--- config.mk ---
export PLATFORM = sky130hd
export DESIGN_NAME = regfile_stream_ctrl
export DESIGN_NICKNAME = d
export VERILOG_FILES = /design/src/rtl/regfile_pkg.sv /design/src/rtl/regfile_run_counter.sv /design/src/rtl/regfile_stream_ctrl.sv
export SDC_FILE = /design/constraint.sdc
export NUM_CORES = 1
export LEC_CHECK = 0
export BUFFER_PORTS_ARGS = -buffer_cell sky130_fd_sc_hd__clkbuf_2
export CORE_ASPECT_RATIO = 0.9
export CORE_MARGIN = 8
export CORE_UTILIZATION = 42
export DETAILED_ROUTE_END_ITERATION = 16
export PLACE_DENSITY = 0.76
export SYNTH_ARGS = -nofsm -noshare
export SYNTH_HDL_FRONTEND = slang
export SYNTH_HIERARCHICAL = 1
export SYNTH_SLANG_ARGS = --single-unit
--- constraint.sdc ---
create_clock -name clock -period 2.84 [get_ports clock]
set_input_delay 0.568 -clock clock [delete_from_list [all_inputs] [get_ports clock]]
set_output_delay 0.568 -clock clock [all_outputs]
set_load 0.02 [all_outputs]
--- src/rtl/regfile_pkg.sv ---
// Shared definitions for the register-file stream controller slice.
//   NUM_REGS / ADDR_W / DATA_W : regfile geometry
//   op_e                       : command opcode (LOAD streams words in, DUMP streams words out)
//   state_e                    : controller FSM states
package regfile_pkg;

    localparam int unsigned NUM_REGS = 32;
    localparam int unsigned ADDR_W   = 5;
    localparam int unsigned DATA_W   = 32;

    typedef enum logic {
        OP_LOAD = 1'b0,
        OP_DUMP = 1'b1
    } op_e;

    typedef enum logic [1:0] {
        ST_IDLE = 2'd0,
        ST_LOAD = 2'd1,
        ST_DUMP = 2'd2,
        ST_FIN  = 2'd3
    } state_e;

endpackage

--- src/rtl/regfile_run_counter.sv ---
// Run counter for the stream controller: register pointer (wrapping modulo NUM_REGS)
// plus words-remaining count.
//   clk_i    in   clock, rising edge
//   rst_ni   in   synchronous active-low reset
//   load_i   in   load ptr<=base_i, rem<=count_i (takes priority over step_i)
//   base_i   in   first register of the run
//   count_i  in   number of words in the run
//   step_i   in   advance ptr and decrement rem (ignored when rem is already 0)
//   ptr_o    out  current register pointer
//   zero_o   out  rem == 0
module regfile_run_counter #(
    parameter int unsigned NUM_REGS = regfile_pkg::NUM_REGS,
    parameter int unsigned ADDR_W   = regfile_pkg::ADDR_W
) (
    input  logic              clk_i,
    input  logic              rst_ni,
    input  logic              load_i,
    input  logic [ADDR_W-1:0] base_i,
    input  logic [ADDR_W:0]   count_i,
    input  logic              step_i,
    output logic [ADDR_W-1:0] ptr_o,
    output logic              zero_o
);

    import regfile_pkg::*;

    localparam int unsigned RW = ADDR_W + 1;
    localparam logic [ADDR_W-1:0] LAST_REG = ADDR_W'(NUM_REGS - 1);

    logic [ADDR_W-1:0] ptr_q, ptr_d;
    logic [ADDR_W:0]   rem_q, rem_d;

    always_comb begin
        ptr_d = ptr_q;
        rem_d = rem_q;
        if (load_i) begin
            ptr_d = base_i;
            rem_d = count_i;
        end else if (step_i && (rem_q != '0)) begin
            // Explicit wrap so a non power-of-two NUM_REGS still stays in range.
            ptr_d = (ptr_q == LAST_REG) ? '0 : ptr_q + ADDR_W'(1);
            rem_d = rem_q - RW'(1);
        end
    end

    always_ff @(posedge clk_i) begin
        if (!rst_ni) begin
            ptr_q <= '0;
            rem_q <= '0;
        end else begin
            ptr_q <= ptr_d;
            rem_q <= rem_d;
        end
    end

    assign ptr_o  = ptr_q;
    assign zero_o = (rem_q == '0);

endmodule

--- src/rtl/regfile_stream_ctrl.sv ---
// Register-file stream controller. Bulk-loads a run of registers from an input word
// stream (LOAD) or streams a run out through read port A (DUMP). Owns the regfile write
// port and read port A while busy.
//   clock, ctrl_reset_n            clock (rising edge) and synchronous active-low reset
//   cmd_valid/cmd_ready            command handshake; cmd_op (0=LOAD,1=DUMP), cmd_base, cmd_count
//   in_valid/in_ready/in_data      LOAD word stream
//   out_valid/out_ready/out_data   DUMP word stream
//   busy, done, err                status: busy during a run, done/err one-cycle pulses
//   rf_writeEnable/Reg/Data        regfile write port (registered, commits on falling edge)
//   rf_readReg/rf_readData         regfile read port A (combinational read)
module regfile_stream_ctrl #(
    parameter int unsigned NUM_REGS = regfile_pkg::NUM_REGS,
    parameter int unsigned ADDR_W   = regfile_pkg::ADDR_W,
    parameter int unsigned DATA_W   = regfile_pkg::DATA_W
) (
    input  logic              clock,
    input  logic              ctrl_reset_n,
    input  logic              cmd_valid,
    output logic              cmd_ready,
    input  logic              cmd_op,
    input  logic [ADDR_W-1:0] cmd_base,
    input  logic [ADDR_W:0]   cmd_count,
    input  logic              in_valid,
    output logic              in_ready,
    input  logic [DATA_W-1:0] in_data,
    output logic              out_valid,
    input  logic              out_ready,
    output logic [DATA_W-1:0] out_data,
    output logic              busy,
    output logic              done,
    output logic              err,
    output logic              rf_writeEnable,
    output logic [ADDR_W-1:0] rf_writeReg,
    output logic [DATA_W-1:0] rf_writeData,
    output logic [ADDR_W-1:0] rf_readReg,
    input  logic [DATA_W-1:0] rf_readData
);

    import regfile_pkg::*;

    localparam int unsigned CW = ADDR_W + 1;
    localparam logic [ADDR_W:0] MAX_COUNT = CW'(NUM_REGS);

    state_e state_q, state_d;

    logic              cmd_ready_q, cmd_ready_d;
    logic              err_q, err_d;
    logic              rf_we_q, rf_we_d;
    logic [ADDR_W-1:0] rf_wreg_q, rf_wreg_d;
    logic [DATA_W-1:0] rf_wdata_q, rf_wdata_d;
    logic              out_valid_q, out_valid_d;
    logic [DATA_W-1:0] out_data_q, out_data_d;

    logic              cnt_load;
    logic              cnt_step;
    logic [ADDR_W-1:0] ptr;
    logic              rem_zero;

    logic              cmd_accept;
    logic              cmd_legal;
    logic              in_hs;

    regfile_run_counter #(
        .NUM_REGS (NUM_REGS),
        .ADDR_W   (ADDR_W)
    ) u_run_counter (
        .clk_i   (clock),
        .rst_ni  (ctrl_reset_n),
        .load_i  (cnt_load),
        .base_i  (cmd_base),
        .count_i (cmd_count),
        .step_i  (cnt_step),
        .ptr_o   (ptr),
        .zero_o  (rem_zero)
    );

    assign cmd_accept = cmd_valid && cmd_ready_q;
    assign cmd_legal  = (cmd_count != '0) && (cmd_count <= MAX_COUNT);
    assign in_ready   = (state_q == ST_LOAD) && !rem_zero;
    assign in_hs      = in_valid && in_ready;

    always_comb begin
        state_d     = state_q;
        err_d       = 1'b0;
        rf_we_d     = 1'b0;
        rf_wreg_d   = rf_wreg_q;
        rf_wdata_d  = rf_wdata_q;
        out_valid_d = out_valid_q;
        out_data_d  = out_data_q;
        cnt_load    = 1'b0;
        cnt_step    = 1'b0;

        unique case (state_q)
            ST_IDLE: begin
                if (cmd_accept) begin
                    // The counter is loaded even for an illegal command; it is unused until
                    // the next legal accept reloads it.
                    cnt_load = 1'b1;
                    if (!cmd_legal) begin
                        err_d = 1'b1;
                    end else if (op_e'(cmd_op) == OP_DUMP) begin
                        state_d = ST_DUMP;
                    end else begin
                        state_d = ST_LOAD;
                    end
                end
            end
            ST_LOAD: begin
                if (in_hs) begin
                    rf_we_d    = 1'b1;
                    rf_wreg_d  = ptr;
                    rf_wdata_d = in_data;
                    cnt_step   = 1'b1;
                end else if (rem_zero) begin
                    // rem reaches 0 on the edge that registers the last write, so this is
                    // the cycle in which that final write is driven.
                    state_d = ST_FIN;
                end
            end
            ST_DUMP: begin
                if ((!out_valid_q || out_ready) && !rem_zero) begin
                    out_data_d  = rf_readData;
                    out_valid_d = 1'b1;
                    cnt_step    = 1'b1;
                end else if (out_valid_q && out_ready && rem_zero) begin
                    out_valid_d = 1'b0;
                    state_d     = ST_FIN;
                end
            end
            ST_FIN: begin
                state_d = ST_IDLE;
            end
            default: begin
                state_d = ST_IDLE;
            end
        endcase

        // Registered so that cmd_ready reads 0 throughout reset.
        cmd_ready_d = (state_d == ST_IDLE);
    end

    always_ff @(posedge clock) begin
        if (!ctrl_reset_n) begin
            state_q     <= ST_IDLE;
            cmd_ready_q <= 1'b0;
            err_q       <= 1'b0;
            rf_we_q     <= 1'b0;
            rf_wreg_q   <= '0;
            rf_wdata_q  <= '0;
            out_valid_q <= 1'b0;
            out_data_q  <= '0;
        end else begin
            state_q     <= state_d;
            cmd_ready_q <= cmd_ready_d;
            err_q       <= err_d;
            rf_we_q     <= rf_we_d;
            rf_wreg_q   <= rf_wreg_d;
            rf_wdata_q  <= rf_wdata_d;
            out_valid_q <= out_valid_d;
            out_data_q  <= out_data_d;
        end
    end

    assign cmd_ready      = cmd_ready_q;
    assign err            = err_q;
    assign busy           = (state_q != ST_IDLE);
    assign done           = (state_q == ST_FIN);
    assign rf_writeEnable = rf_we_q;
    assign rf_writeReg    = rf_wreg_q;
    assign rf_writeData   = rf_wdata_q;
    assign out_valid      = out_valid_q;
    assign out_data       = out_data_q;
    assign rf_readReg     = (state_q == ST_DUMP) ? ptr : '0;

endmodule

Yosys cells after proc, flatten, opt, wreduce, memory -nomap -nowiden
Cells that the tools add are included.
- bits of input ports: 81
- output and inout bits: 81
- bits in registers: 86
- word-level logic and storage cells: 63
- reduce and logical (&&, ||, !) cells: 24
- multiplexer cells: 22
- add/subtract/negate cells: 2
- $lt $le $gt $ge: 1
- eq/ne operators: 4
- operator list (operator ; count):
    $mux 5 ; 4
    $mux 2 ; 7
    $mux 6 ; 2
    $reduce_bool 6->1 ; 2
    $logic_and 1x1->1 ; 8
    $pmux 2 s4 ; 1
    $reduce_and 2->1 ; 4
    $mux 1 ; 7
    $le 6x6->1 const B ; 1
    $logic_not 6->1 ; 1
    $reduce_bool 2->1 ; 3
    $sub 6x1->6 const B ; 1
    $add 5x1->5 const B ; 1
    $eq 5x5->1 const B ; 1
    $eq 2x2->1 const B ; 2
    $logic_not 2->1 ; 2
    $reduce_and 3->1 ; 1
    $eq 2x1->1 const B ; 1
    $logic_not 1->1 ; 2
    $pmux 1 s2 ; 1
    $logic_or 1x1->1 ; 1

Logic depth before layout (Yosys ltp)
Gate-level depths: netlist (run 1).
- word-level depth: 9
- depth in mapped cells: 12

Hierarchy
Netlist (run 1), hierarchy kept.
- modules (own cells, without submodules) (module ; times used ; seq. area each (um^2) ; cells an instance ; area each (um^2)):
    regfile_stream_ctrl ; 1 ; 1501.4 ; 356 ; 2793.9
    regfile_run_counter ; 1 ; 220.2 ; 75 ; 649.4

Worst setup path before layout (run 1)
No wires, ideal clock.
- kind: reg-to-reg
- start point: register u_run_counter.rem_q[0]
- end point: register u_run_counter.ptr_q[2], in the netlist u_run_counter/ptr_o[2]
- cell stages (with the launch flop): 13
- buffers on the path: 2
- arrival: 3263 ps
- required time: 2766 ps
- path slack: -497 ps
- period minus slack after synthesis: 3337 ps
- cell sequence: dfxtp_1 > inv_1 > ha_1 > or4b_4 > nor2_2 > nor2b_1 > nand2_1 > clkbuf_1 > buf_1 > a21boi_0 > o21ai_4 > or4b_1 > a31oi_1
- cells in the longest elaborated chain, start to end: 8
- ends and longest elaborated chain (what ; line ; source):
    start, declared ; regfile_run_counter.sv:31 ; logic [ADDR_W:0] rem_q, rem_d;
    start signal, assigned ; regfile_run_counter.sv:52 ; rem_q <= rem_d;
    $logic_not 6->1 ; regfile_run_counter.sv:57 ; assign zero_o = (rem_q == '0);
    named net rem_zero ; regfile_stream_ctrl.sv:57 ; logic rem_zero;
    $logic_not 1->1 ; regfile_stream_ctrl.sv:79 ; assign in_ready = (state_q == ST_LOAD) && !rem_zero;
    $logic_and 1x1->1 ; regfile_stream_ctrl.sv:79 ;
    named net in_ready ; regfile_stream_ctrl.sv:24 ; output logic in_ready,
    $logic_and 1x1->1 ; regfile_stream_ctrl.sv:80 ; assign in_hs = in_valid && in_ready;
    $mux 1 ; regfile_stream_ctrl.sv:109 ; if (in_hs) begin
    $pmux 1 s2 ; regfile_stream_ctrl.sv:93 ; unique case (state_q)
    named net cnt_step ; regfile_stream_ctrl.sv:55 ; logic cnt_step;
    $logic_and 1x1->1 ; regfile_run_counter.sv:39 ; end else if (step_i && (rem_q != '0)) begin
    $reduce_bool 2->1 (no source line) ; -- ;
    end signal, assigned ; regfile_run_counter.sv:51 ; ptr_q <= ptr_d;
    end, declared ; regfile_run_counter.sv:30 ; logic [ADDR_W-1:0] ptr_q, ptr_d;
The timed path passes the listed nets, and every way through them passes these cells.
A chain may end at the register's enable or synchronous reset.

Final worst setup path (run 1)
- start point: register u_run_counter.rem_q[0]
- end point: output port in_ready
- cells in the longest elaborated chain, start to end: 3
- ends and longest elaborated chain (what ; line):
    $logic_not 6->1 ; regfile_run_counter.sv:57
    named net rem_zero ; regfile_stream_ctrl.sv:57
    $logic_not 1->1 ; regfile_stream_ctrl.sv:79
    $logic_and 1x1->1 ; regfile_stream_ctrl.sv:79
    end, declared ; regfile_stream_ctrl.sv:24
The timed path passes the listed nets, and every way through them passes these cells.

==> run_results.csv, run 1 <==
group,metric,value,unit
place,dp.cells,674,
floorplanning,start_util,43.1,%
global_route,globalRouteOverflowTotal,0,
global_route,first_global_vias,3168,
pwr,internal-power,2.24,mW
yosys,async_flop_share,0,%
route,ant_nets,0,
floorplanning,rows,31,
worst_setup_path,critPathBufInv,2,
route,vias,3385,
yosys,syn_nets,520,
worst_setup_path,cp.arrival,2050,ps
global_route,track_usage,16.4,%
worst_hold_path,hold_class,"in2reg",
worst_setup_path,crit_slowest_cell,"or4b_4",
floorplanning,dieArea,11400,µm²
status,status,"completed",
clock_tree,cts_sinks,86,
yosys,ys_top_cells_by_count,"153 x nand2_1, 86 x dfxtp_1, 75 x a21oi_1, 15 x clkbuf_1, 11 x o21ai_0",
timing,rsz0062_at_grt,"no",
pwr,pwr_density_cell,759,nW/µm²
pwr,swShare,35.3,%
final_layout,fin_nets,675,
timing,fin_worst_skew,8.26,ps
clock_tree,postCtsResizedCells,0,
timing,worst_slack,217,ps
place,place.gp.congestion,0.919,
global_route,antenna_found_initial,0,
worst_setup_path,cp_cell_sequence,"inv_1 > ha_1 > or4b_4 > nor2_2 > nor2b_2 > clkbuf_2",
worst_setup_path,criticalPathCategory,"reg2out",
route,drc_errors,0,
worst_setup_path,rrSetupSlack,230,ps
pwr,p_clk_share,26.8,%
pwr,power_frac_comb,30.5,%
yosys,synth_edf_count,0,
place,dp_slack,284,ps
global_route,grt_start_max_net_pins,39,
clock_tree,numCtsBuffers,9,
clock_tree,cts_setup_buffers,0,
pwr,cellLeakagePower,1.98,nW
yosys,postSynthCellCount,431,
worst_hold_path,hold_depth,3,
clock_tree,cts_root_buffer,"clkbuf_8",
worst_hold_path,hp-start,"in_data[20]",
yosys,ys_ff_latch,86,
timing,slew_headroom,66.7,%
final_layout,fin_util,57.0,%
clock_tree,cts.htree.levels,3,
route,vias_per_cell,4.91,
worst_setup_path,crit_fanout,5,
clock_tree,ctsLongestPathBuffers,2,
floorplanning,pin_count,162,
floorplanning,die_w,111,µm
yosys,yosys.cell_count.top_type,"nand2_1",
floorplanning,core_area,7990,µm²
place,io_buffers,161,
worst_setup_path,required,2270,ps
yosys,synth_area_leaders,"dfxtp_1 50%, nand2_1 17%, a21oi_1 11%",
final_layout,seq_area,1720,µm²
yosys,yosysTopAreaCellShare,50.0,%
route,totalWireLength,9820,µm
yosys,synth_seq_area_share,50.0,%
floorplanning,die_y,102,µm
clock_tree,tritoncts,"built",
timing,setup_violations,0,
timing,worstMarginPinSlew,499,ps
yosys,synth_ff_type,"dfxtp_1",
final_layout,fin_cells,689,
timing,setup_tns,0,ps
clock_tree,clk_latency,360,ps
worst_setup_path,r2r_cells,10,
worst_setup_path,worstReg2RegStart,"u_run_counter/rem_q[0]",
yosys,avgSynthCellArea,7.99,µm²
final_layout,diodes,0,
worst_setup_path,slowest_delay,520,ps
yosys,synth_cell_types,43,
place,dp_hpwl,7480,µm
pwr,power.share.sequential,42.7,%
timing,min_period,2620,ps
timing,slew_violations,0,
worst_setup_path,rr_endpoint,"u_run_counter/ptr_o[2]",
yosys,yosysTopAreaCell,"dfxtp_1",
timing,fin_crit_sh,92.4,%
pwr,ir_worst_vdd,320,µV
worst_setup_path,end_kind,"output port",
final_layout,multiInputGateArea,1610,µm²
clock_tree,hold_buffers,0,
worst_setup_path,start_kind,"flip-flop",
timing,fmax,0.381,GHz
worst_hold_path,whs_endpoint,"rf_writeData[20]",
job,drv_cap,0,
final_layout,fillers,746,
worst_setup_path,cp_top_family,"simple AND/OR/NAND/NOR gates",
timing,hold_viol,0,
route,wl_per_cell,14.2,µm
final_layout,layout-drive-gt1-share,33.2,%
yosys,synth_area,3440,µm²
global_route,grt_pass1_wl,15400,µm
yosys,yosys_warnings,6,
route,firstDrtPassIters,4,
route,drt_iter0_drc,207,
clock_tree,clkTransAtPathRegs,90,ps
pwr,power.switching,1.22,mW
final_layout,areaGrowthSynthToFinish,32.2,%
==> cells by family after synthesis <==
kind of cell | share of synthesized area, %
and+or+nand+nor | 24.2
AOI/OAI and AO/OA | 17.8
DFF | 50.0
buffers and inverters | 3.52
adders and majority gates | 2.91
xor gates and xnor gates | 1.24
muxes | 0.291
==> per-layer routing <==
layer / GRT usage [%] / wire length [µm]
met4: 6.96 / 218
met1: 18.1 / 4020
met2: 28.1 / 4850
met5: 0 / 0
met3: 6.22 / 736
==> per-stage QoR <==
stage               hold slack [ps]  total power [mW]  area (µm²)
finish                          421              3.45        4550
global route                    406              3.66        4550
detailed placement              446              2.56        4340
global placement                440              2.53        4340
CTS                             408              3.49        4550
floorplan                       458              2.21        3450
==> power by group through the flow <==
stage,Sequential [mW],Clock [mW],Combinational [mW]
after floorplan,1.61,0,0.599
after global placement,1.49,0,1.03
after detailed placement,1.50,0,1.06
after CTS,1.47,0.959,1.06
after global routing,1.50,1.00,1.17
final,1.47,0.925,1.05
==> worst max path at each step <==
stage,start,to,depth (start not counted)
after floorplan,u_run_counter/rem_q[0],u_run_counter/rem_q[0],12
after global routing,u_run_counter/rem_q[0],u_run_counter/ptr_o[2],10
after global placement,u_run_counter/rem_q[0],u_run_counter/ptr_o[2],10
after detailed placement,u_run_counter/rem_q[0],u_run_counter/ptr_o[2],10
after CTS,u_run_counter/rem_q[0],in_ready,6
final,u_run_counter/rem_q[0],in_ready,6
==> registers in the layout, indices dropped and copies added, names as in the netlist <==
signal and flops:
state_q 2, out_valid 1, cmd_ready 1, err 1, u_run_counter/ptr_o 5, rf_writeEnable 1, rf_writeReg 5, u_run_counter/rem_q 6
out_data 32, rf_writeData 32
==> cell usage in the layout (no fill, tap or decap), drive strengths merged, types with 4 or more instances in the layout <==
| cell type | n |
|---|---|
| clkbuf | 171 |
| a21oi | 75 |
| dfxtp | 86 |
| inv | 10 |
| and2 | 6 |
| a31oi | 6 |
| buf | 6 |
| nor2 | 10 |
| nand3 | 4 |
| nand2 | 153 |
| o21ai | 14 |
| ha | 8 |
==> final cells by class <==
type                            instances  area share [%]
Multi-Input combinational cell        313            35.4
Clock buffer                           10            2.80
Timing Repair Buffer                  167            18.7
Tap cell                               99            2.72
Clock inverter                          5            1.84
Inverter                                9           0.742
Sequential cell                        86            37.8
==> worst reg2reg max path, cell delays in order, from the launching register on <==
cell	delay, ps
dfxtp_1	340
inv_1	100
ha_1	230
or4b_4	250
nor2_2	80
nor2b_1	250
o21ai_2	120
a21boi_2	360
o21ai_4	150
or4b_1	500
a31oi_1	160
Power figures use the tool's default switching activity.
==> run 2, diff against run 1 <==
Settings changed: RECOVER_POWER from default to 100, SLEW_MARGIN from default to 20.
==> run_results.csv, run 2 (synthesis results as in run 1) <==
group,metric,value,unit
timing,fmax,0.379,GHz
timing,rsz0062_at_grt,"no",
pwr,pwr_density_cell,767,nW/µm²
timing,slew_violations,0,
place,place.gp.congestion,0.919,
timing,setup_violations,0,
route,firstDrtPassIters,4,
final_layout,final_common_cell,"nand2_1",
global_route,track_usage,16.4,%
clock_tree,ctsLongestPathBuffers,2,
route,ant_nets,0,
status,status,"completed",
final_layout,diodes,0,
clock_tree,tritoncts,"built",
timing,min_period,2640,ps
final_layout,layout-drive-gt1-share,19.7,%
worst_hold_path,hold_depth,3,
worst_hold_path,whs_endpoint,"rf_writeData[20]",
pwr,ir_worst_vdd,324,µV
clock_tree,postCtsResizedCells,0,
floorplanning,core_area,7990,µm²
clock_tree,cts_setup_buffers,0,
worst_setup_path,worstReg2RegStart,"u_run_counter/rem_q[0]",
worst_setup_path,r2r_cells,10,
clock_tree,cts.htree.levels,3,
timing,hold_viol,0,
worst_setup_path,cp_cell_sequence,"inv_1 > ha_1 > or4b_4 > nor2_2 > nor2b_1 > o21ai_2 > a21boi_2 > o21ai_1 > or4b_1 > a31oi_1",
job,drv_cap,0,
clock_tree,cts_root_buffer,"clkbuf_8",
route,totalWireLength,9920,µm
final_layout,final_cell_mix,"153 x nand2_1, 86 x dfxtp_1, 86 x clkbuf_2",
clock_tree,clk_latency,350,ps
final_layout,areaGrowthSynthToFinish,28.6,%
timing,worstMarginPinSlew,747,ps
clock_tree,hold_buffers,0,
timing,fin_crit_sh,92.9,%
route,vias,3390,
place,io_buffers,161,
worst_setup_path,rrSetupSlack,200,ps
timing,setup_tns,0,ps
worst_setup_path,start_kind,"flip-flop",
floorplanning,die_w,111,µm
route,drc_errors,0,
clock_tree,cts_sinks,86,
worst_setup_path,crit_fanout,8,
global_route,antenna_found_initial,0,
worst_setup_path,required,3120,ps
timing,whs,428,ps
worst_setup_path,criticalPathCategory,"reg2reg",
global_route,grt_pass1_wl,15400,µm
worst_setup_path,rr_endpoint,"u_run_counter/ptr_o[2]",
floorplanning,dieArea,11400,µm²
clock_tree,numCtsBuffers,9,
route,wl_per_cell,14.4,µm
worst_hold_path,hold_class,"in2reg",
global_route,first_global_vias,3168,
worst_setup_path,cp.arrival,2910,ps
worst_setup_path,end_kind,"flip-flop",
floorplanning,pin_count,162,
global_route,globalRouteOverflowTotal,0,
route,drt_iter0_drc,206,
worst_setup_path,slowest_delay,530,ps
timing,fin_worst_skew,9.04,ps
floorplanning,die_y,102,µm
place,dp_hpwl,7480,µm
final_layout,fin_nets,675,
worst_setup_path,crit_slowest_cell,"or4b_1",
route,vias_per_cell,4.92,
timing,slew_headroom,50.2,%
floorplanning,rows,31,
global_route,grt_start_max_net_pins,39,
floorplanning,start_util,43.1,%
worst_hold_path,hp-start,"in_data[20]",
pwr,cellLeakagePower,1.71,nW
clock_tree,clkTransAtPathRegs,90,ps
==> run 2: worst max-delay path by stage <==
stage / startpoint / cells past startpoint / slack [ps] / end
detailed placement: u_run_counter/rem_q[0] / 10 / 280 / u_run_counter/ptr_o[2]
floorplan: u_run_counter/rem_q[0] / 12 / 2 / u_run_counter/rem_q[0]
CTS: u_run_counter/rem_q[0] / 6 / 210 / in_ready
global placement: u_run_counter/rem_q[0] / 10 / 440 / u_run_counter/ptr_o[2]
global route: u_run_counter/rem_q[0] / 10 / 80 / u_run_counter/ptr_o[2]
finish: u_run_counter/rem_q[0] / 10 / 200 / u_run_counter/ptr_o[2]
==> run 2: per-stage QoR <==
step	instance area, µm²	setup WS [ps]	power, mW	utilization (%)	cells
global route	4430	79.1	3.61	55.4	689
floorplan	3450	2.01	2.21	-	431
finish	4430	201	3.39	55.4	689
global placement	4340	436	2.53	54.3	674
CTS	4550	208	3.49	57.0	689
detailed placement	4340	284	2.56	54.3	674
==> run 2: critical path: cells and delay by family, from the launching register on <==
kind	cells	cell delay (ps)
adder cells (fa/ha/maj)	1	230
buffers and inverters	1	100
AND/OR/NAND/NOR	4	1080
AO/OA/AOI/OAI	4	820
flip-flops	1	340
==> run 2: layout make-up <==
cell class                      instances  area (µm²)
Fill cell                             794        3560
Sequential cell                        86        1720
Multi-Input combinational cell        313        1590
Timing Repair Buffer                  167         749
Clock buffer                           10         128
Tap cell                               99         124
Clock inverter                          5        83.8
Inverter                                9        33.8
==> run 2: report_power, final <==
group / internal (mW) / total (mW) / switching, mW
sequential: 1.36 / 1.47 / 0.109
clock: 0.494 / 0.922 / 0.427
combinational: 0.338 / 1.00 / 0.662
==> run 2: metal layers <==
layer | track usage, % | vias to the layer above | wire length (µm)
met3 | 6.22 | 10 | 813
met1 | 18.1 | 1525 | 3910
met4 | 6.96 | 0 | 142
li1 | - | 1740 | -
met2 | 28.1 | 115 | 5050
met5 | 0 | - | 0
